[src/rtl/rf_wb_ctrl.sv]
// rf_wb_ctrl: writeback controller and the only driver of the register-file write port.
// It merges single-cycle ALU results with buffered LSU load responses into at most one
// write per cycle. The ALU has priority. A starvation counter forces a load drain after
// STARVE_MAX ALU-won cycles while loads are waiting.
// A busy scoreboard marks registers that have loads pending in the FIFO or in the output stage.
// Optional feature macro: WB_BYPASS_EN adds same-cycle write-to-read forwarding ports.
module rf_wb_ctrl #(
    parameter int DEPTH      = 4,
    parameter int STARVE_MAX = 3
) (
    input  logic        clk,
    input  logic        rst,
    input  logic        alu_valid,
    input  logic [4:0]  alu_rd,
    input  logic [31:0] alu_data,
    output logic        alu_stall,
    input  logic        lsu_valid,
    output logic        lsu_ready,
    input  logic [4:0]  lsu_rd,
    input  logic [31:0] lsu_data,
    output logic [4:0]  rd,
    output logic        write_e,
    output logic [31:0] write_d,
    output logic [31:0] busy,
    output logic        wb_err
`ifdef WB_BYPASS_EN
    ,
    input  logic [4:0]  byp_rs,
    input  logic [4:0]  byp_rt,
    output logic        byp_hit1,
    output logic [31:0] byp_data1,
    output logic        byp_hit2,
    output logic [31:0] byp_data2
`endif
);

    localparam int PTR_W  = $clog2(DEPTH);
    localparam int CNT_W  = $clog2(DEPTH + 1);
    localparam int SCNT_W = $clog2(STARVE_MAX + 1);

    // FIFO control state
    logic [PTR_W-1:0]  wr_ptr_q, wr_ptr_d;
    logic [PTR_W-1:0]  rd_ptr_q, rd_ptr_d;
    logic [CNT_W-1:0]  count_q, count_d;
    // FIFO storage (data only, not reset)
    logic [4:0]        mem_rd_q   [DEPTH];
    logic [4:0]        mem_rd_d   [DEPTH];
    logic [31:0]       mem_data_q [DEPTH];
    logic [31:0]       mem_data_d [DEPTH];
    // Arbitration / output stage state
    logic [SCNT_W-1:0] starve_q, starve_d;
    logic              alu_stall_q, alu_stall_d;
    logic              wb_err_q, wb_err_d;
    logic [4:0]        rd_q, rd_d;
    logic              write_e_q, write_e_d;
    logic [31:0]       write_d_q, write_d_d;
    logic              out_load_q, out_load_d;

    logic fifo_empty, fifo_full;
    logic alu_win, pop, push;
    logic [31:0] busy_v;

    // Arbitration decode: ALU first, FIFO head second. x0 destinations never write.
    always_comb begin
        fifo_empty = (count_q == '0);
        fifo_full  = (count_q == CNT_W'(DEPTH));
        alu_win    = alu_valid && (alu_rd != 5'd0) && !alu_stall_q;
        pop        = !alu_win && !fifo_empty;
        // A load to x0 is accepted by the handshake but never stored.
        push       = lsu_valid && !fifo_full && (lsu_rd != 5'd0);
    end

    // Next-state logic for FIFO, starvation counter, output stage and error flag
    always_comb begin
        wr_ptr_d    = wr_ptr_q;
        rd_ptr_d    = rd_ptr_q;
        count_d     = count_q;
        mem_rd_d    = mem_rd_q;
        mem_data_d  = mem_data_q;
        starve_d    = starve_q;
        alu_stall_d = 1'b0;
        wb_err_d    = wb_err_q;
        rd_d        = rd_q;
        write_e_d   = 1'b0;
        write_d_d   = write_d_q;
        out_load_d  = 1'b0;

        if (push) begin
            mem_rd_d[wr_ptr_q]   = lsu_rd;
            mem_data_d[wr_ptr_q] = lsu_data;
            wr_ptr_d             = wr_ptr_q + 1'b1;
        end
        if (pop) begin
            rd_ptr_d = rd_ptr_q + 1'b1;
        end
        case ({push, pop})
            2'b10:   count_d = count_q + 1'b1;
            2'b01:   count_d = count_q - 1'b1;
            default: count_d = count_q;
        endcase

        if (alu_win) begin
            write_e_d = 1'b1;
            rd_d      = alu_rd;
            write_d_d = alu_data;
        end else if (pop) begin
            write_e_d  = 1'b1;
            rd_d       = mem_rd_q[rd_ptr_q];
            write_d_d  = mem_data_q[rd_ptr_q];
            out_load_d = 1'b1;
        end

        // Count ALU wins only while loads are waiting. A drain or an empty FIFO resets the count.
        if (pop || fifo_empty) begin
            starve_d = '0;
        end else if (alu_win && (starve_q != SCNT_W'(STARVE_MAX))) begin
            starve_d = starve_q + 1'b1;
        end
        // Hitting the limit stalls the ALU for exactly one cycle, and that cycle's pop clears it.
        alu_stall_d = (starve_d == SCNT_W'(STARVE_MAX));

        // An ALU result presented during a stall is dropped and flagged until reset.
        if (alu_valid && alu_stall_q) begin
            wb_err_d = 1'b1;
        end
    end

    // Control and output registers, asynchronously reset
    always_ff @(posedge clk or posedge rst) begin
        if (rst) begin
            wr_ptr_q    <= '0;
            rd_ptr_q    <= '0;
            count_q     <= '0;
            starve_q    <= '0;
            alu_stall_q <= 1'b0;
            wb_err_q    <= 1'b0;
            rd_q        <= 5'd0;
            write_e_q   <= 1'b0;
            write_d_q   <= 32'd0;
            out_load_q  <= 1'b0;
        end else begin
            wr_ptr_q    <= wr_ptr_d;
            rd_ptr_q    <= rd_ptr_d;
            count_q     <= count_d;
            starve_q    <= starve_d;
            alu_stall_q <= alu_stall_d;
            wb_err_q    <= wb_err_d;
            rd_q        <= rd_d;
            write_e_q   <= write_e_d;
            write_d_q   <= write_d_d;
            out_load_q  <= out_load_d;
        end
    end

    // FIFO storage; occupancy is tracked by the pointers, so no reset is needed here
    always_ff @(posedge clk) begin
        mem_rd_q   <= mem_rd_d;
        mem_data_q <= mem_data_d;
    end

    // Busy scoreboard: occupied FIFO slots plus a load held in the output stage
    always_comb begin
        logic [PTR_W-1:0] off;
        busy_v = 32'd0;
        off    = '0;
        for (int i = 0; i < DEPTH; i++) begin
            off = PTR_W'(i) - rd_ptr_q;
            if (CNT_W'(off) < count_q) begin
                busy_v = busy_v | (32'd1 << mem_rd_q[i]);
            end
        end
        if (write_e_q && out_load_q) begin
            busy_v = busy_v | (32'd1 << rd_q);
        end
        busy_v[0] = 1'b0;
    end

    assign busy      = busy_v;
    assign lsu_ready = !fifo_full;
    assign alu_stall = alu_stall_q;
    assign wb_err    = wb_err_q;
    assign rd        = rd_q;
    assign write_e   = write_e_q;
    assign write_d   = write_d_q;

`ifdef WB_BYPASS_EN
    // Same-cycle forwarding of the write being committed this cycle
    always_comb begin
        byp_hit1  = write_e_q && (rd_q == byp_rs) && (rd_q != 5'd0);
        byp_hit2  = write_e_q && (rd_q == byp_rt) && (rd_q != 5'd0);
        byp_data1 = write_d_q;
        byp_data2 = write_d_q;
    end
`endif

endmodule

[config.mk]
export PLATFORM = sky130hd
export DESIGN_NAME = rf_wb_ctrl
export DESIGN_NICKNAME = d
export VERILOG_FILES = /design/src/rtl/rf_wb_ctrl.sv
export SDC_FILE = /design/constraint.sdc
export NUM_CORES = 1
export LEC_CHECK = 0
export ABC_AREA = 1
export ABC_CLOCK_PERIOD_IN_PS = 7200
export CORE_MARGIN = 8
export CORE_UTILIZATION = 40
export DETAILED_ROUTE_END_ITERATION = 7
export PLACE_DENSITY = 0.63
export SYNTH_ARGS = -nofsm -noshare
export SYNTH_HDL_FRONTEND = slang
export SYNTH_SLANG_ARGS = --single-unit
[constraint.sdc]
create_clock -name clk -period 7.2 [get_ports clk]
set_input_delay 2.16 -clock clk [delete_from_list [all_inputs] [get_ports clk]]
set_output_delay 2.16 -clock clk [all_outputs]
set_load 0.01 [all_outputs]
==> metrics.csv, run 1 <==
stage;metric;value;unit
timing;Max Fclk;189.3;MHz
synth;top post-synthesis cells by area;edfxtp_1 (46%), dfrtp_1 (13%), nand2_1 (11%);
layout;Final nets;1295;
power;Design Power;4632;uW
clock_tree;post-CTS setup buffers;0;
power;Power Dens Cells;383.0;nW/um^2
detailed_routing;Final ANT Viol Nets;0;
timing;Tmin final;5.284;ns
placement;Port Buffers;149;
synth;Synth cell types;33;
timing;RSZ-0062 raised after global routing;false;
die;die height;171.6;microns
critical_path;CP Cell Sequence;nand2_1 > clkinv_1 > nor2_1 > inv_1 > ha_1 > inv_1 > nor2_1 > nand2_1 > nand2_1 > inv_2 > nand3_1 > nand2_1 > inv_1 > nand2_1 > clkdlybuf4s50_1;
clock_tree;CTS Hold Bufs;0;
synth;Yosys warnings;0;
placement;dpl hpwl;20400;microns
flow_run;Max-Cap Viols;0;
synth;asr flop ratio synth;0.2525;
critical_path;Reg2Reg Launch Point;count_q[1];
detailed_routing;via density per instance;5.379;
detailed_routing;drt wl/cell;19.11;microns
synth;Top FF cell, synth;edfxtp_1;
die;Ports;151;
clock_tree;clock tree buffer depth;2;
synth;Yosys top cell area share;0.4587;
detailed_routing;vias;8300;
min_path;Hold Path Class;reg -> reg;
die;die width;171.6;microns
critical_path;crit path from;rd_ptr_q[0];
synth;Post-Syn Instances;1081;
die;Initial Utilization;0.4031;
timing;Final Skew;0.01197;ns
timing;pins over their slew limit;0;
synth;Syn Area/Cell;8.963;sq um
layout;antenna cells;0;
clock_tree;CTS clk-pin slew, worst paths;0.08;ns
critical_path;crit-path max FO;18;
timing;worst-margin pin slew;1.068;ns
clock_tree;clk_lat worst skew;0.44;ns
clock_tree;htree depth;4;
global_routing;largest net degree at the start of global routing;51;
synth;syn nets;1170;
timing;Max transition margin;0.2861;
power;Peak VDD IR;0.2040;mV
outcome;status;complete, no violations;
clock_tree;total CTS buffers;17;
critical_path;slowest stage delay, CP;0.54;ns
timing;setup_tns;0;ns
critical_path;CP max stage cell;clkdlybuf4s50_1;
layout;area delta synth->final;24.81;%
global_routing;initial antenna violation count;0;
critical_path;crit path launch type;flip-flop;
global_routing;GRT Total Usage;0.2026;
clock_tree;Sink Count;198;
critical_path;Worst EP arrival;3.12;ns
synth;area leader, netlist;edfxtp_1;
synth;Yosys reg bits;198;
detailed_routing;Routed WL;29490;microns
global_routing;Remaining Overflow, GRT;0;
timing;Final Hold Fails;0;
clock_tree;CTS tree;yes;
critical_path;CP Buf/Inv Count;6;
synth;mapped cell area;9689;sq um
power;Pleak;0.004628;uW
synth;Post-synth top cells;nand2_1 (284), nand3_1 (167), nor2_1 (165);
synth;EDFF count, synth;148;
min_path;hold path startpoint;wb_err;
global_routing;first-pass GRT wire length;45460;microns
layout;FILL cells;2237;
clock_tree;post-cts sizing count;0;
critical_path;CP top delay family;buffers and inverters;
synth;most frequent cell after synthesis;nand2_1;
critical_path;CP required;5.04;ns
synth;register area share after synthesis;0.5878;
critical_path;CP most frequent cell;nand2_1;
timing;Final period util;0.7339;
die;row cnt;57;
critical_path;critical path class;reg -> out;
die;core area;24030;sq um
die;die area;29460;sq um
global_routing;vias in the first global route;7853;
detailed_routing;drt first-iter violations;688;
placement;Final Wtd Congestion;0.9846;
detailed_routing;drt pass-1 iters;6;
critical_path;Crit. End Element;output port;
layout;Finished Core Util;0.5032;
clock_tree;Root Buffer;clkbuf_16;
timing;Setup-failing EPs final;0;
layout;layout cells sized above 1;0.05168;
detailed_routing;Residual DRC;0;
placed cells by master (no fill, tap or decap), drive strengths merged, types with 13 or more instances in the layout:
cell,instances
nor3,25
inv,65
clkdlybuf4s50,149
clkbuf,17
nand2,285
nor2,166
nand3,168
edfxtp,148
nand4,68
a21oi,17
buf,13
dfrtp,50
sequential cells by signal (all words and copies together) (netlist names):
signal	cells
mem_data_q	128
starve_q	2
wr_ptr_q	2
write_e	1
out_load_q	1
rd	5
write_d	32
count_q	3
wb_err	1
rd_ptr_q	2
alu_stall	1
mem_rd_q	20
per-stage QoR:
step	hold slack (ns)	instances	worst slack [ns]	area, sq um
2_1_floorplan	0.4932	1081	2.711	9689
3_3_place_gp	0.4432	1511	2.242	11460
3_5_place_dp	0.4456	1511	2.189	11460
4_1_cts	0.4678	1543	1.942	12090
5_1_grt	0.5031	1543	1.678	12090
6_report	0.4597	1543	1.916	12090
worst reg2reg max path: cells and delay by family (launching register included):
kind          cells  cell delay [ns]
simple gates      3             1.62
flops             1             0.41
buf+inv           2             0.51
cell type report:
class / count / area, sq um / share of cell area
multi-input combinational: 765 / 3540 / 0.2927
inverter: 62 / 232.7 / 0.01924
sequential: 198 / 5695 / 0.4710
timing repair buffer: 162 / 1589 / 0.1314
tap: 324 / 405.4 / 0.03352
clock buffer: 17 / 425.4 / 0.03518
clock inverter: 15 / 205.2 / 0.01697
report_power, final:
| group | switching [uW] | internal (uW) |
|---|---|---|
| registers | 205 | 1540 |
| clock network | 473 | 507 |
| logic | 1230 | 673 |
| total | 1910 | 2720 |
cells by family (layout without fill, tap and decap cells):
kind of cell / count (synthesis) / after routing / share of synthesized area
buf+inv: 118 / 256 / 0.05217
simple gates: 714 / 714 / 0.3212
flops: 198 / 198 / 0.5878
other cells: 1 / 1 / 0.0003870
xor+xnor: 5 / 5 / 0.004519
compound gates: 34 / 34 / 0.01898
fa+ha+maj: 11 / 11 / 0.01498
worst paths after layout:
| path | endpoint | slack (ns) | cells after the start |
|---|---|---|---|
| min in group asynchronous | write_d[29] | 2.26 | 3 |
| hold reg to reg | wb_err | 0.46 | 1 |
| setup reg to reg | mem_rd_q[8] | 4.37 | 5 |
| hold / removal | wb_err | 0.46 | 1 |
| max in group asynchronous | write_d[24] | 4.45 | 3 |
| setup / recovery | busy[1] | 1.92 | 15 |
metal layers:
| metal | GRT usage | wire (microns) | up-vias | share of wire |
|---|---|---|---|---|
| met3 | 0.03626 | 2122 | 55 | 0.072 |
| li1 | - | - | 3932 | - |
| met4 | 0.07070 | 739 | 0 | 0.025 |
| met1 | 0.2602 | 12310 | 3950 | 0.42 |
| met2 | 0.3396 | 14310 | 363 | 0.49 |
| met5 | 0 | 0 | - | 0 |
Note: power is estimated with default switching activity, not from simulation.
==> run 2, diff against run 1 <==
--- a/config.mk
+++ b/config.mk
@@ -6,11 +6,11 @@
 export NUM_CORES = 1
 export LEC_CHECK = 0
 export ABC_AREA = 1
-export ABC_CLOCK_PERIOD_IN_PS = 7200
+export ABC_CLOCK_PERIOD_IN_PS = 4300
 export CORE_MARGIN = 8
 export CORE_UTILIZATION = 40
 export DETAILED_ROUTE_END_ITERATION = 7
-export PLACE_DENSITY = 0.63
+export PLACE_DENSITY = 0.66
 export SYNTH_ARGS = -nofsm -noshare
 export SYNTH_HDL_FRONTEND = slang
 export SYNTH_SLANG_ARGS = --single-unit
==> constraint.sdc (replaced) <==
create_clock -name clk -period 4.3 [get_ports clk]
set_input_delay 1.29 -clock clk [delete_from_list [all_inputs] [get_ports clk]]
set_output_delay 1.29 -clock clk [all_outputs]
set_load 0.01 [all_outputs]
==> run 2 against run 1 <==
  * Final area up 1.1%
  * Setup slack worse by 1.7 ns
  * Power up 68%
  * Critical endpoint is now busy[15]
  * Clock power up 59%
  * Global-route usage up 0.21 points
  * Via count down 0.49%
  * Register-to-register slack worse by 2.2 ns
  * Sequential cell count unchanged
  * Sequential share of layout area down 0.48 points
  * Critical path depth down 2
==> metrics.csv, run 2 (synthesis results as in run 1) <==
stage;metric;value;unit;change
critical_path;Worst EP arrival;2.83;ns;was 3.12 ns
die;row cnt;57;;unchanged
critical_path;slowest stage delay, CP;0.56;ns;was 0.54 ns
clock_tree;CTS Hold Bufs;0;;unchanged
timing;Final Skew;0.01299;ns;was 0.01197 ns
detailed_routing;drt wl/cell;19.30;microns;was 19.11 microns
global_routing;vias in the first global route;8146;;was 7853
power;power share of the clock group;0.201;;was 0.212
timing;Setup-failing EPs final;0;;unchanged
layout;commonest non-fill, non-tap cell in the layout;nand2_1;;unchanged
die;core area;24030;sq um;unchanged
flow_run;Max-Cap Viols;0;;unchanged
global_routing;largest net degree at the start of global routing;41;;was 51
placement;Final Wtd Congestion;0.9630;;was 0.9846
placement;Port Buffers;149;;unchanged
clock_tree;htree depth;4;;unchanged
layout;layout cells sized above 1;0.06824;;was 0.05168
layout;area delta synth->final;26.14;%;was 24.81%
timing;Max transition margin;0.3069;;was 0.2861
die;die area;29460;sq um;unchanged
power;Pint;4606;uW;was 2722 uW
clock_tree;total CTS buffers;17;;unchanged
clock_tree;CTS tree;yes;;unchanged
power;Power Dens Cells;636.8;nW/um^2;was 383.0 nW/um^2
clock_tree;Sink Count;198;;unchanged
clock_tree;clk_lat worst skew;0.43;ns;was 0.44 ns
power;Design Power;7783;uW;was 4632 uW
power;Comb power frac;0.429;;was 0.411
detailed_routing;drt first-iter violations;622;;was 688
die;die width;171.6;microns;unchanged
layout;Reg with most FFs;mem_data_q;;unchanged
detailed_routing;Routed WL;30010;microns;was 29490 microns
detailed_routing;Residual DRC;0;;unchanged
critical_path;Crit. End Element;output port;;unchanged
critical_path;CP most frequent cell;inv_1;;was nand2_1
layout;max FFs per register;128;;unchanged
timing;pins over their slew limit;0;;unchanged
timing;final hold slack;0.4727;ns;was 0.4597 ns
timing;worst-margin pin slew;1.037;ns;was 1.068 ns
global_routing;initial antenna violation count;0;;unchanged
timing;setup_tns;0;ns;unchanged
power;sequential share of power;0.370;;was 0.377
power;Peak VDD IR;0.3658;mV;was 0.2040 mV
detailed_routing;Final ANT Viol Nets;0;;unchanged
die;Initial Utilization;0.4031;;unchanged
layout;Post-Layout Cell Count;1555;;was 1543
placement;Cells after DPL;1521;;was 1511
detailed_routing;via density per instance;5.311;;was 5.379
clock_tree;clock tree buffer depth;2;;unchanged
power;Net Switching;3177;uW;was 1910 uW
detailed_routing;drt pass-1 iters;7;;was 6
critical_path;CP required;3.01;ns;was 5.04 ns
global_routing;first-pass GRT wire length;45750;microns;was 45460 microns
critical_path;crit path launch type;flip-flop;;unchanged
power;switching share of power;0.4082;;was 0.4123
critical_path;CP Cell Sequence;nand2_2 > clkinv_1 > nor2_1 > inv_1 > ha_1 > inv_1 > nor2_1 > nand2_2 > nand3_2 > inv_1 > nand3_1 > nand3_1 > clkdlybuf4s50_1;;was nand2_1 > clkinv_1 > nor2_1 > inv_1 > ha_1 > inv_1 > nor2_1 > nand2_1 > nand2_1 > inv_2 > nand3_1 > nand2_1 > inv_1 > nand2_1 > clkdlybuf4s50_1
placement;dpl hpwl;21210;microns;was 20400 microns
clock_tree;Root Buffer;clkbuf_16;;unchanged
layout;most frequent cells in the layout;nand2_1 (280), nand3_1 (166), nor2_1 (158);;was nand2_1 (283), nand3_1 (167), nor2_1 (160)
timing;Final Hold Fails;0;;unchanged
power;Pleak;0.004822;uW;was 0.004628 uW
critical_path;critical path class;reg -> out;;unchanged
die;Ports;151;;unchanged
critical_path;CP max stage cell;clkdlybuf4s50_1;;unchanged
outcome;status;complete, no violations;;unchanged
layout;Final nets;1307;;was 1295
global_routing;Remaining Overflow, GRT;0;;unchanged
die;die height;171.6;microns;unchanged
timing;Max Fclk;242.6;MHz;
timing;Tmin final;4.123;ns;
clock_tree;CTS clk-pin slew, worst paths;0.08;ns;about the same
critical_path;crit-path max FO;6;;was 18
global_routing;GRT Total Usage;0.2048;;was 0.2026
layout;antenna cells;0;;unchanged
min_path;Hold Path Class;reg -> reg;;unchanged
timing;Final period util;0.9587;;
detailed_routing;vias;8259;;was 8300
==> run 2: cell types whose count changed in the layout (fill, tap and decap cells not counted), sizes merged <==
cell / delta
clkdlybuf4s50: -8
clkinvlp: -1
bufinv: -1
buf: +12
clkbuf: +3
inv: +2
clkinv: -3
dlymetal6s2s: +8
==> run 2: what timing repair did <==
item	CTS	global route
resized for setup	2	20
setup buffers	2	0
setup endpoints to repair	8	30
==> run 2: stage by stage <==
stage | setup slack (ns) | utilization | area [sq um]
2_1_floorplan | 0.6815 | - | 9689
3_3_place_gp | 0.4694 | 0.4806 | 11550
3_5_place_dp | 0.3908 | 0.4806 | 11550
4_1_cts | 0.04833 | 0.5060 | 12160
5_1_grt | -0.004645 | 0.5085 | 12220
6_report | 0.1775 | 0.5085 | 12220
==> run 2: worst paths after layout <==
path / depth (start not counted) / start / to / slack [ns]
min in group asynchronous: 2 / rst / write_d[21] / 1.11
max reg2reg: 8 / alu_stall / count_q[1] / 2.13
min reg2reg: 1 / wb_err / wb_err / 0.47
max in group asynchronous: 3 / rst / rd_ptr_q[1] / 2.52
max: 13 / rd_ptr_q[0] / busy[15] / 0.18
min: 1 / wb_err / wb_err / 0.47
==> run 2: area by class of cell <==
cell class                 count  area (sq um)
inverter                      62         237.7
tap                          324         405.4
sequential                   198          5698
clock buffer                  20         467.9
fill                        2223         11810
timing repair buffer         174          1715
clock inverter                12         123.9
multi-input combinational    765          3573
==> run 2: critical path: cells and delay by family, from the launching register on <==
| kind | cells | cell delay (ns) |
|---|---|---|
| buf+inv | 5 | 0.93 |
| simple gates | 7 | 0.74 |
| fa+ha+maj | 1 | 0.27 |
| flops | 1 | 0.47 |
==> run 2: power by group through the flow <==
| stage | combinational, uW | sequential [uW] | clock, uW |
|---|---|---|---|
| floorplan | 1800 | 2910 | 0 |
| global placement | 3270 | 2900 | 0 |
| detailed placement | 3290 | 2910 | 0 |
| CTS | 3340 | 2880 | 1580 |
| global route | 3670 | 2940 | 1660 |
| finish | 3340 | 2880 | 1560 |
==> run 2: routing by layer <==
layer / track usage / wire length, microns
met3: 0.04062 / 1932
met1: 0.2530 / 12560
met4: 0.08733 / 982
met5: 0 / 0
met2: 0.3448 / 14540
==> run 3, diff against run 2 <==
==> constraint.sdc (replaced) <==
create_clock -name clk -period 4.3 [get_ports clk]
set_input_delay 1.29 -clock clk [delete_from_list [all_inputs] [get_ports clk]]
set_output_delay 1.29 -clock clk [all_outputs]
set_load 0.1 [all_outputs]
==> run 3 against run 2 <==
  * Critical path depth unchanged
  * Die area unchanged
  * Global-route usage decreased by 0.81 points
  * Core utilization rose by 0.99 points
  * Critical endpoint is now busy[14]
  * Register-to-register slack lost 0.17 ns
  * Final area rose by 1.9%
  * Clock skew down 0.0021 ns
  * First-iteration DRC count grew 23%
  * Largest power group unchanged
  * Non-clock buffer count down 8
==> metrics.csv, run 3 (synthesis results as in run 1) <==
stage;metric;value;unit;change
detailed_routing;Final ANT Viol Nets;0;;unchanged
timing;Max transition margin;0.2888;;was 0.3069
layout;area delta synth->final;28.59;%;was 26.14%
layout;antenna cells;0;;unchanged
critical_path;Crit. End Element;output port;;unchanged
clock_tree;Root Buffer;clkbuf_16;;unchanged
flow_run;Max-Cap Viols;0;;unchanged
critical_path;slowest stage delay, CP;0.48;ns;was 0.56 ns
layout;FILL cells;2250;;was 2223
detailed_routing;drt wl/cell;18.67;microns;was 19.30 microns
die;die area;29460;sq um;unchanged
clock_tree;CTS tree;yes;;unchanged
timing;Final period util;0.9479;;was 0.9587
layout;Reg with most FFs;mem_data_q;;unchanged
layout;layout cells sized above 1;0.08013;;was 0.06824
die;Initial Utilization;0.4031;;unchanged
global_routing;first-pass GRT wire length;44320;microns;was 45750 microns
clock_tree;htree depth;4;;unchanged
detailed_routing;drt first-iter violations;764;;was 622
clock_tree;clock tree buffer depth;2;;unchanged
power;Pleak;0.004807;uW;was 0.004822 uW
outcome;status;complete, no violations;;unchanged
die;Ports;151;;unchanged
power;Peak VDD IR;0.5502;mV;was 0.3658 mV
critical_path;critical path class;reg -> out;;unchanged
critical_path;CP top delay family;simple AND/OR/NAND/NOR gates;;was buffers and inverters
min_path;Hold Path Class;reg -> reg;;unchanged
critical_path;CP required;3.01;ns;about the same
placement;Cells after DPL;1515;;was 1521
timing;Max Fclk;245.3;MHz;was 242.6 MHz
detailed_routing;Residual DRC;0;;unchanged
min_path;Hold Path Depth;1;;unchanged
min_path;hold path startpoint;wb_err;;unchanged
timing;Setup-failing EPs final;0;;unchanged
placement;Final Wtd Congestion;0.9829;;was 0.9630
clock_tree;CTS Hold Bufs;0;;unchanged
layout;Post-Layout Cell Count;1547;;was 1555
critical_path;FF-to-FF setup slack;1.96;ns;was 2.13 ns
timing;worst-margin pin slew;1.063;ns;was 1.037 ns
critical_path;crit-path max FO;6;;unchanged
timing;pins over their slew limit;0;;unchanged
clock_tree;Sink Count;198;;unchanged
die;die height;171.6;microns;unchanged
die;row cnt;57;;unchanged
timing;setup_tns;0;ns;unchanged
placement;dpl hpwl;20530;microns;was 21210 microns
layout;Final nets;1299;;was 1307
critical_path;CP Buf/Inv Count;4;;was 5
die;core area;24030;sq um;unchanged
placement;Port Buffers;149;;unchanged
layout;most frequent cells in the layout;nand2_1 (283), nand3_1 (167), nor2_1 (160);;was nand2_1 (280), nand3_1 (166), nor2_1 (158)
layout;max FFs per register;128;;unchanged
placement;dpl ws;0.5659;ns;was 0.3908 ns
detailed_routing;vias;8236;;was 8259
critical_path;CP Cell Sequence;nand2_1 > clkinv_1 > nor2_1 > inv_1 > ha_1 > inv_1 > nor2_1 > nand2_1 > nand2_1 > nor2_1 > nand3_1 > nand3_1 > buf_12;;was nand2_2 > clkinv_1 > nor2_1 > inv_1 > ha_1 > inv_1 > nor2_1 > nand2_2 > nand3_2 > inv_1 > nand3_1 > nand3_1 > clkdlybuf4s50_1
clock_tree;total CTS buffers;17;;unchanged
clock_tree;CTS clk-pin slew, worst paths;0.07;ns;was 0.08 ns
global_routing;GRT Total Usage;0.1967;;was 0.2048
timing;Tmin final;4.076;ns;was 4.123 ns
detailed_routing;via density per instance;5.324;;was 5.311
timing;RSZ-0062 raised after global routing;false;;
die;die width;171.6;microns;unchanged
clock_tree;clk_lat worst skew;0.43;ns;about the same
global_routing;initial antenna violation count;0;;unchanged
critical_path;CP max stage cell;dfrtp_1;;was clkdlybuf4s50_1
timing;Final Hold Fails;0;;unchanged
critical_path;Reg2Reg Launch Point;alu_stall;;unchanged
min_path;WHS Endpoint;wb_err;;unchanged
critical_path;R2R cell count;9;;was 8
global_routing;Remaining Overflow, GRT;0;;unchanged
critical_path;RR Endpoint;count_q[1];;unchanged
critical_path;crit path launch type;flip-flop;;unchanged
power;Design Power;9902;uW;was 7783 uW
global_routing;vias in the first global route;7918;;was 8146
detailed_routing;drt pass-1 iters;5;;was 7
layout;commonest non-fill, non-tap cell in the layout;nand2_1;;unchanged
detailed_routing;Routed WL;28880;microns;was 30010 microns
timing;worst setup margin;0.2240;ns;was 0.1775 ns
critical_path;Worst EP arrival;2.79;ns;was 2.83 ns
layout;Finished Core Util;0.5184;;was 0.5085
power;Power Dens Cells;794.7;nW/um^2;was 636.8 nW/um^2
global_routing;largest net degree at the start of global routing;40;;was 41
timing;Final Skew;0.01092;ns;was 0.01299 ns
-- run 3: changes by cell type in the layout (fill, tap and decap cells not counted), moves of 2 or more --
cell,delta
buf_12,+34
clkdlybuf4s50_1,-24
buf_4,-9
dlymetal6s2s_1,-8
nand2_1,+3
nand2_2,-3
bufinv_16,+2
clkinv_4,+2
dfrtp_1,+2
dfrtp_2,-2
inv_8,-2
nor2_1,+2
nor2_2,-2
-- run 3: timing repair --
action	CTS	global route
setup buffers	0	0
resized for setup	0	2
setup endpoints to repair	0	5
-- run 3: where the power goes --
part | switching [uW] | internal [uW] | total [uW]
combinational | 4030 | 1340 | 5380
clock | 724 | 894 | 1620
sequential | 328 | 2580 | 2910
-- run 3: stage by stage --
step,hold slack [ns],instance area (sq um)
after global placement,0.4400,11850
after detailed placement,0.4440,11850
after global routing,0.4802,12460
final,0.4584,12460
after floorplan,0.4945,9689
after CTS,0.4604,12460
-- run 3: worst max path at each step --
stage | start | endpoint | slack (ns) | depth (start not counted)
4_1_cts | rd_ptr_q[0] | busy[1] | 0.17 | 15
5_1_grt | rd_ptr_q[0] | busy[1] | 0.01 | 15
6_report | rd_ptr_q[0] | busy[14] | 0.22 | 13
3_5_place_dp | alu_rd[4] | count_q[2] | 0.57 | 13
2_1_floorplan | rd[4] | busy[20] | 0.44 | 6
3_3_place_gp | alu_rd[4] | count_q[2] | 0.59 | 13
-- run 3: worst register-to-register path, cell delays in order, from the launching register on --
cell and delay, ns:
dfrtp_1 0.43, nor2_1 0.39, nand2_2 0.15, buf_4 0.24, nand2_2 0.13, inv_2 0.05, ha_1 0.18, inv_1 0.10
fa_1 0.43, o21ai_0 0.17
-- run 3: routing by layer --
layer | global-route usage | up-vias | wire (microns)
li1 | - | 3941 | -
met1 | 0.2396 | 3918 | 11780
met2 | 0.3268 | 324 | 13960
met3 | 0.04177 | 53 | 2019
met4 | 0.09754 | 0 | 1116
met5 | 0 | - | 0
-- run 3: final cells by class --
class                           count  area [sq um]  area share
Timing Repair Buffer              166          1977      0.1587
Inverter                           62         235.2     0.01888
Sequential cell                   198          5695      0.4571
Clock buffer                       19         442.9     0.03555
Clock inverter                     13         163.9     0.01316
Multi-Input combinational cell    765          3540      0.2841
Tap cell                          324         405.4     0.03254
